### src/rtl/chip8_fetch_if.sv
// Fetch-unit bus bundle: the opcode handshake toward the decoder, the
// PC control inputs, and the byte-wide memory port.
interface chip8_fetch_if;
  logic        pc_load;
  logic [11:0] pc_load_value;
  logic        pc_skip;
  logic        opcode_ready;
  logic        opcode_valid;
  logic [15:0] opcode;
  logic [11:0] opcode_pc;
  logic [11:0] mem_address;
  logic        mem_read;
  logic        mem_write;
  logic [7:0]  mem_data_out;
  logic [7:0]  mem_rdata;

  modport master (
    input  pc_load, pc_load_value, pc_skip, opcode_ready, mem_rdata,
    output opcode_valid, opcode, opcode_pc, mem_address, mem_read,
           mem_write, mem_data_out
  );

  modport slave (
    output pc_load, pc_load_value, pc_skip, opcode_ready, mem_rdata,
    input  opcode_valid, opcode, opcode_pc, mem_address, mem_read,
           mem_write, mem_data_out
  );
endinterface

### src/rtl/chip8_fetch.sv
// CHIP-8 instruction fetch: reads two bytes at pc from a one-cycle-latency
// memory, presents the 16-bit opcode with a valid/ready handshake, and
// advances the PC by 2 (or 4 on skip). pc_load redirects at any time.
module chip8_fetch #(
  parameter logic [11:0] RESET_PC = 12'h200
) (
  input logic          clk,
  input logic          rst,
  chip8_fetch_if.master bus
);

  typedef enum logic [1:0] {FETCH_HI, FETCH_LO, CAPTURE, PRESENT} state_t;

  state_t      state, state_nx;
  logic [11:0] pc;
  logic [11:0] addr;
  logic [7:0]  hi_byte;
  logic        valid;
  logic [15:0] opcode;
  logic [11:0] opcode_pc;
  logic        xfer;

  // The memory port is read-only from this block.
  assign bus.mem_read     = 1'b1;
  assign bus.mem_write    = 1'b0;
  assign bus.mem_data_out = 8'h00;

  assign bus.mem_address  = addr;
  assign bus.opcode_valid = valid;
  assign bus.opcode       = opcode;
  assign bus.opcode_pc    = opcode_pc;

  assign xfer = valid && bus.opcode_ready;

  // Next state and memory address.
  always_comb begin
    state_nx = state;
    addr     = pc;
    if (bus.pc_load) begin
      state_nx = FETCH_HI;
    end else begin
      case (state)
        FETCH_HI: state_nx = FETCH_LO;
        FETCH_LO: begin
          addr     = pc + 12'd1;
          state_nx = CAPTURE;
        end
        CAPTURE:  state_nx = PRESENT;
        PRESENT:  if (xfer) state_nx = FETCH_HI;
        default:  state_nx = FETCH_HI;
      endcase
    end
  end

  // State register.
  always_ff @(posedge clk) begin
    if (rst) state <= FETCH_HI;
    else     state <= state_nx;
  end

  // PC, staged high byte and presented opcode. The high byte is staged
  // separately so opcode stays untouched until the whole word is in.
  always_ff @(posedge clk) begin
    if (rst) begin
      pc        <= RESET_PC;
      hi_byte   <= 8'h00;
      valid     <= 1'b0;
      opcode    <= 16'h0000;
      opcode_pc <= 12'h000;
    end else if (bus.pc_load) begin
      pc    <= bus.pc_load_value;
      valid <= 1'b0;
    end else begin
      case (state)
        FETCH_LO: hi_byte <= bus.mem_rdata;
        CAPTURE: begin
          opcode    <= {hi_byte, bus.mem_rdata};
          opcode_pc <= pc;
          valid     <= 1'b1;
        end
        PRESENT: if (xfer) begin
          valid <= 1'b0;
          pc    <= pc + (bus.pc_skip ? 12'd4 : 12'd2);
        end
        default: ;
      endcase
    end
  end

endmodule
### src/flat_wrapper.sv
// flat-port wrapper written by rule: the top's interface ports become plain ports
module chip8_fetch_flat 
#(
  parameter logic [11:0] RESET_PC = 12'h200
)
  (clk, rst, bus_pc_load, bus_pc_load_value, bus_pc_skip, bus_opcode_ready, bus_mem_rdata, bus_opcode_valid, bus_opcode, bus_opcode_pc, bus_mem_address, bus_mem_read, bus_mem_write, bus_mem_data_out);
  chip8_fetch_if bus_i ();
  input logic clk;
  input logic rst;
  input wire logic [$bits(bus_i.pc_load)-1:0] bus_pc_load;
  input wire logic [$bits(bus_i.pc_load_value)-1:0] bus_pc_load_value;
  input wire logic [$bits(bus_i.pc_skip)-1:0] bus_pc_skip;
  input wire logic [$bits(bus_i.opcode_ready)-1:0] bus_opcode_ready;
  input wire logic [$bits(bus_i.mem_rdata)-1:0] bus_mem_rdata;
  output wire logic [$bits(bus_i.opcode_valid)-1:0] bus_opcode_valid;
  output wire logic [$bits(bus_i.opcode)-1:0] bus_opcode;
  output wire logic [$bits(bus_i.opcode_pc)-1:0] bus_opcode_pc;
  output wire logic [$bits(bus_i.mem_address)-1:0] bus_mem_address;
  output wire logic [$bits(bus_i.mem_read)-1:0] bus_mem_read;
  output wire logic [$bits(bus_i.mem_write)-1:0] bus_mem_write;
  output wire logic [$bits(bus_i.mem_data_out)-1:0] bus_mem_data_out;
  assign bus_i.pc_load = bus_pc_load;
  assign bus_i.pc_load_value = bus_pc_load_value;
  assign bus_i.pc_skip = bus_pc_skip;
  assign bus_i.opcode_ready = bus_opcode_ready;
  assign bus_i.mem_rdata = bus_mem_rdata;
  assign bus_opcode_valid = bus_i.opcode_valid;
  assign bus_opcode = bus_i.opcode;
  assign bus_opcode_pc = bus_i.opcode_pc;
  assign bus_mem_address = bus_i.mem_address;
  assign bus_mem_read = bus_i.mem_read;
  assign bus_mem_write = bus_i.mem_write;
  assign bus_mem_data_out = bus_i.mem_data_out;
  chip8_fetch #(.RESET_PC(RESET_PC)) u_core (.clk(clk), .rst(rst), .bus(bus_i));
endmodule
### config.mk
export PLATFORM = sky130hd
export DESIGN_NAME = chip8_fetch_flat
export DESIGN_NICKNAME = d
export VERILOG_FILES = /design/src/rtl/chip8_fetch_if.sv /design/src/rtl/chip8_fetch.sv /design/src/flat_wrapper.sv
export SDC_FILE = /design/constraint.sdc
export NUM_CORES = 1
export LEC_CHECK = 0
export ABC_AREA = 1
export CAP_MARGIN = 30
export CORE_UTILIZATION = 43
export CTS_BUF_LIST = sky130_fd_sc_hd__clkbuf_4
export DETAILED_ROUTE_END_ITERATION = 8
export PLACE_DENSITY = 0.78
export SLEW_MARGIN = 25
export SYNTH_ARGS = -nofsm -noshare
export SYNTH_HDL_FRONTEND = slang
export SYNTH_SLANG_ARGS = --single-unit
### constraint.sdc
create_clock -name clk -period 1.4 [get_ports clk]
set_input_delay 0.14 -clock clk [delete_from_list [all_inputs] [get_ports clk]]
set_output_delay 0.14 -clock clk [all_outputs]
set_load 0.01 [all_outputs]
**Word-level counts from Yosys, hierarchy flattened**

Index checks and enable logic that the tools add are counted.

- Register bits: 51
- Output and inout bits: 51

- Add/subtract/negate cells: 2
- Equal/unequal tests: 4
- Muxes and demuxes: 10
- Bitwise logic cells: 1
- Reduce and logical (&&, ||, !) cells: 10

Operators by type and width:

| operator | count |
|---|---|
| $mux W12 | 5 |
| $add A12 B1 Y12 const B | 1 |
| $add A12 B12 Y12 | 1 |
| $pmux W2 S4 | 1 |
| $reduce_and A2 Y1 | 4 |
| $reduce_bool A2 Y1 | 3 |
| $eq A2 B2 Y1 const B | 2 |
| $mux W3 | 1 |
| $eq A2 B1 Y1 const B | 1 |
| $logic_not A2 Y1 | 1 |
| $mux W2 | 1 |
| $ne A2 B1 Y1 const B | 1 |
| $pmux W1 S2 | 1 |
| $reduce_or A2 Y1 | 1 |
| $logic_and A1 B1 Y1 | 1 |
| $mux W1 | 1 |
| $not A1 Y1 | 1 |

**Depth between registers and ports, before layout**

Gate-level depths: netlist (run 1).

- Word-level depth: 5
- Depth in mapped cells: 10
- Depth with buffers taken out: 10

**Worst setup path after synthesis (run 1)**

No wires, ideal clock.

- Path type: reg2reg
- From: reg u_core.pc[1]
- To: reg u_core.pc[7]
- Setup time: 0.128 ns
- Data arrival time: 1.398 ns
- Data required time: 1.272 ns
- Path slack: -0.125 ns
- Stages on the path, launching flop included: 8
- Cells stage by stage: dfxtp_1 ha_1 fa_1 nand2_1 nor2_4 xor2_1 a21oi_1 nor2_1

- Longest elaborated chain between the ends: 4

Ends and longest elaborated chain:

| item | RTL line | source |
|---|---|---|
| start: declaration | chip8_fetch.sv:15 | `logic [11:0] pc;` |
| start signal: assignment | chip8_fetch.sv:71 | `pc <= bus.pc_load_value;` |
| start signal: assignment | chip8_fetch.sv:83 | `pc <= pc + (bus.pc_skip ? 12'd4 : 12'd2);` |
| $add A12 B12 Y12 | chip8_fetch.sv:83 |  |
| $mux W12 | chip8_fetch.sv:81 | `PRESENT: if (xfer) begin` |
| $mux W12 | chip8_fetch.sv:74 | `case (state)` |
| $mux W12 | chip8_fetch.sv:70 | `end else if (bus.pc_load) begin` |

Every way passes these cells. The select of a mux whose other input is x is not followed.
A chain may end at the register's enable or synchronous reset.

**Worst setup path after layout (run 1)**

- From: reg u_core.state[1]
- To: out bus_mem_address[6]

- Longest elaborated chain between the ends: 3

Ends and longest elaborated chain:

| item | RTL line | source |
|---|---|---|
| start: declaration | chip8_fetch.sv:14 | `state_t state, state_nx;` |
| start signal: assignment | chip8_fetch.sv:58 | `else state <= state_nx;` |
| $eq A2 B1 Y1 | chip8_fetch.sv:42 | `case (state)` |
| $mux W12 | chip8_fetch.sv:42 |  |
| $mux W12 | chip8_fetch.sv:39 | `if (bus.pc_load) begin` |
| end: declaration | flat_wrapper.sv:18 | `output wire logic [$bits(bus_i.mem_address)-1:0] bus_mem_address;` |

Every way passes these cells.

==> results of run 1 <==
==> layout make-up <==
type,count,area [um^2],area share
Multi-Input combinational cell,238,1590,0.382
Clock inverter,3,17.5,0.00422
Sequential cell,51,1030,0.249
Clock buffer,5,37.5,0.00904
Timing Repair Buffer,136,1250,0.301
Inverter,32,136,0.0329
Tap cell,72,90.1,0.0217
==> critical path, delay by kind of cell (launching register included) <==
| family | cells | cell delay [ps] |
|---|---|---|
| buffers and inverters | 5 | 430 |
| adders and majority gates | 1 | 130 |
| and+or+nand+nor | 3 | 390 |
| DFF | 1 | 360 |
| xor gates and xnor gates | 1 | 170 |
==> cells in the final DEF (no fill, tap or decap), types with 5 or more instances in the layout <==
master,n
dlygate4sd2_1,29
o21ai_2,30
a21oi_1,14
nor2_1,57
conb_1,10
inv_1,22
clkdlybuf4s50_1,24
o21ai_0,7
xor2_1,11
dfxtp_1,45
inv_4,6
nand2_1,35
ha_4,5
buf_4,46
nand3_1,9
nand2_2,6
nor2_4,7
o21ai_1,8
buf_6,21
nor2_2,8
a31oi_1,5
clkbuf_4,5
buf_2,11
==> kinds of logic (layout without fill, tap and decap cells) <==
family / after synthesis / count (layout) / share of synthesized area
other cells: 2 / 10 / 0.00307
simple gates: 136 / 137 / 0.233
compound gates: 69 / 69 / 0.145
xor+xnor: 14 / 14 / 0.0501
fa+ha+maj: 8 / 8 / 0.0439
buf+inv: 56 / 176 / 0.109
flops: 51 / 51 / 0.417
==> power breakdown <==
group	switching, mW	internal (mW)	leakage, nW
registers	0.0524	1.51	0.418
clock network	0.496	0.195	0.0330
logic	0.345	0.318	1.54
total	0.893	2.02	2.00
==> sequential cells by signal (all words and copies together), names as in the netlist <==
register and count:
u_core.bus.opcode 16, u_core.bus.opcode_pc 12, u_core.bus.opcode_valid 1, u_core.hi_byte 8
u_core.pc 12, u_core.state 2
==> routing by layer <==
layer / part of all wire / vias up / global-route usage
met2: 0.49 / 142 / 0.441
li1: - / 1319 / -
met4: 0.039 / 0 / 0.0717
met3: 0.062 / 40 / 0.0365
met1: 0.41 / 1341 / 0.329
met5: 0 / - / 0
==> final timing paths <==
path,start,to,slack [ps],cells past startpoint
max reg2reg,u_core.pc[1],u_core.pc[11],-180,9
min reg2reg,u_core.hi_byte[4],u_core.bus.opcode[12],510,2
max,u_core.state[1],bus_mem_address[6],-600,10
min,bus_pc_load_value[4],u_core.pc[4],320,3
==> what timing repair did <==
item / 4_1_cts / 5_1_grt
endpoints found under the setup margin: 76 / 59
resized for setup: 162 / 73
pin swaps: 18 / 29
buffers inserted: 14 / 10
gates cloned: 2 / 2
==> flow_metrics.env, run 1 <==
export IMPL_holdWs_ps=325
export IMPL_status="finished with violations"
export IMPL_port_buffers=65
export IMPL_wirelength_um=8980
export IMPL_antennaDiodeCount=0
export IMPL_start_util=0.445
export IMPL_syn_area_mm2=0.00245
export IMPL_min_period_ps=2000
export IMPL_dp_slack_ps=-667
export IMPL_setup_tns_final_ps=-10080
export IMPL_final_util=0.754
export IMPL_htree_levels=2
export IMPL_hp_class="in2reg"
export IMPL_cp_max_fo=3
export IMPL_final_cells=537
export IMPL_tritoncts="built"
export IMPL_area_delta_synth_final_pct=69.4
export IMPL_yosysTopAreaCellShare=0.417
export IMPL_detail_route_antenna_nets=0
export IMPL_ys_seq_area_frac=0.417
export IMPL_clock_root_buffer="clkbuf_4"
export IMPL_setup_viol=59
export IMPL_cp_cell_sequence="inv_2 -> ha_4 -> inv_4 -> nor2_4 -> nand4_4 -> nor2_4 -> buf_4 -> xor2_1 -> inv_1 -> buf_2"
export IMPL_synth_edf_count=0
export IMPL_vias=2842
export IMPL_die_y_um=77.5
export IMPL_fillers=350
export IMPL_hpwlAfterDp_um=4800
export IMPL_num_rows=27
export IMPL_finalMaxSlewViolations=0
export IMPL_p_total_mw=2.92
export IMPL_grt_use_total=0.255
export IMPL_firstDrtPassIters=8
export IMPL_fin_crit_sh=1.43
export IMPL_antenna_found_initial=0
export IMPL_post_dp_cell_area_mm2=0.00350
export IMPL_grt_max_degree=36
export IMPL_cts_inserted_buffers=5
export IMPL_start_kind="flip-flop"
export IMPL_finalHoldViolCount=0
export IMPL_critPathKind="reg2out"
export IMPL_ys_ff_latch=51
export IMPL_worst_ep_arrival_time_ps=1860
export IMPL_insertion_delay_ps=390
export IMPL_crit_slowest_cell="dfxtp_2"
export IMPL_final_cell_area_mm2=0.00415
export IMPL_drc=2
export IMPL_yosysWarnings=0
export IMPL_vdd_ir_drop_max_mv=0.449
export IMPL_hold_buffers=0
export IMPL_required_ps=1260
export IMPL_rsz0062_at_grt="true"
export IMPL_worstSetupEndpointType="output port"
export IMPL_io_pin_count=76
export IMPL_violations="DRC, setup timing"
export IMPL_timing_fmax_mhz=499
export IMPL_p_leak_nw=2.00
export IMPL_vias_per_cell=5.29
export IMPL_placed_cells=507
export IMPL_yosys_top_cells_area="dfxtp_1, nor2_1, o21ai_0"
export IMPL_core_area_mm2=0.00551
export IMPL_grt_pass1_vias=2544
export IMPL_max_stage_delay_ps=360
export IMPL_nets=497
export IMPL_grt_ovfl_total=0
export IMPL_synthFlopType="dfxtp_1"
export IMPL_grt_pass1_wl_um=12100
export IMPL_clk_pin_slew_ps=150
export IMPL_drt_iter0_drc=274
export IMPL_wire_per_inst_um=16.7
export IMPL_die_w_um=77.5
export IMPL_async_flop_share=0
export IMPL_yosysMostFrequentCell="nor2_1"
export IMPL_cpMostUsedCell="nor2_4"
export IMPL_syn_inst=336
export IMPL_fin_worst_skew_ps=9.66
export IMPL_dieArea_mm2=0.00600
export IMPL_synth_top_area_cell="dfxtp_1"
export IMPL_ys_types=28
export IMPL_power_density_mw_per_mm2=703
export IMPL_drive_gt1_frac=0.396
export IMPL_clkSinkCount=51
export IMPL_drv_cap=0
export IMPL_worst_slack_ps=-604
export IMPL_synthTopCellsByCount="nor2_1, dfxtp_1, nand2_1, o21ai_0, inv_1"
export IMPL_avgSynthCellArea_um2=7.29
export IMPL_clock_path_buffers=2
export IMPL_place_congestion=0.895
Note: power is estimated with default switching activity, not from simulation.
==> run 2, diff against run 1 <==
--- a/config.mk
+++ b/config.mk
@@ -10,6 +10,7 @@
 export CORE_UTILIZATION = 43
 export CTS_BUF_LIST = sky130_fd_sc_hd__clkbuf_4
 export DETAILED_ROUTE_END_ITERATION = 8
+export HOLD_SLACK_MARGIN = 0.08
 export PLACE_DENSITY = 0.78
 export SLEW_MARGIN = 25
 export SYNTH_ARGS = -nofsm -noshare
==> results of run 2 <==
Final layout, timing and power as in run 1 (identical DEF).
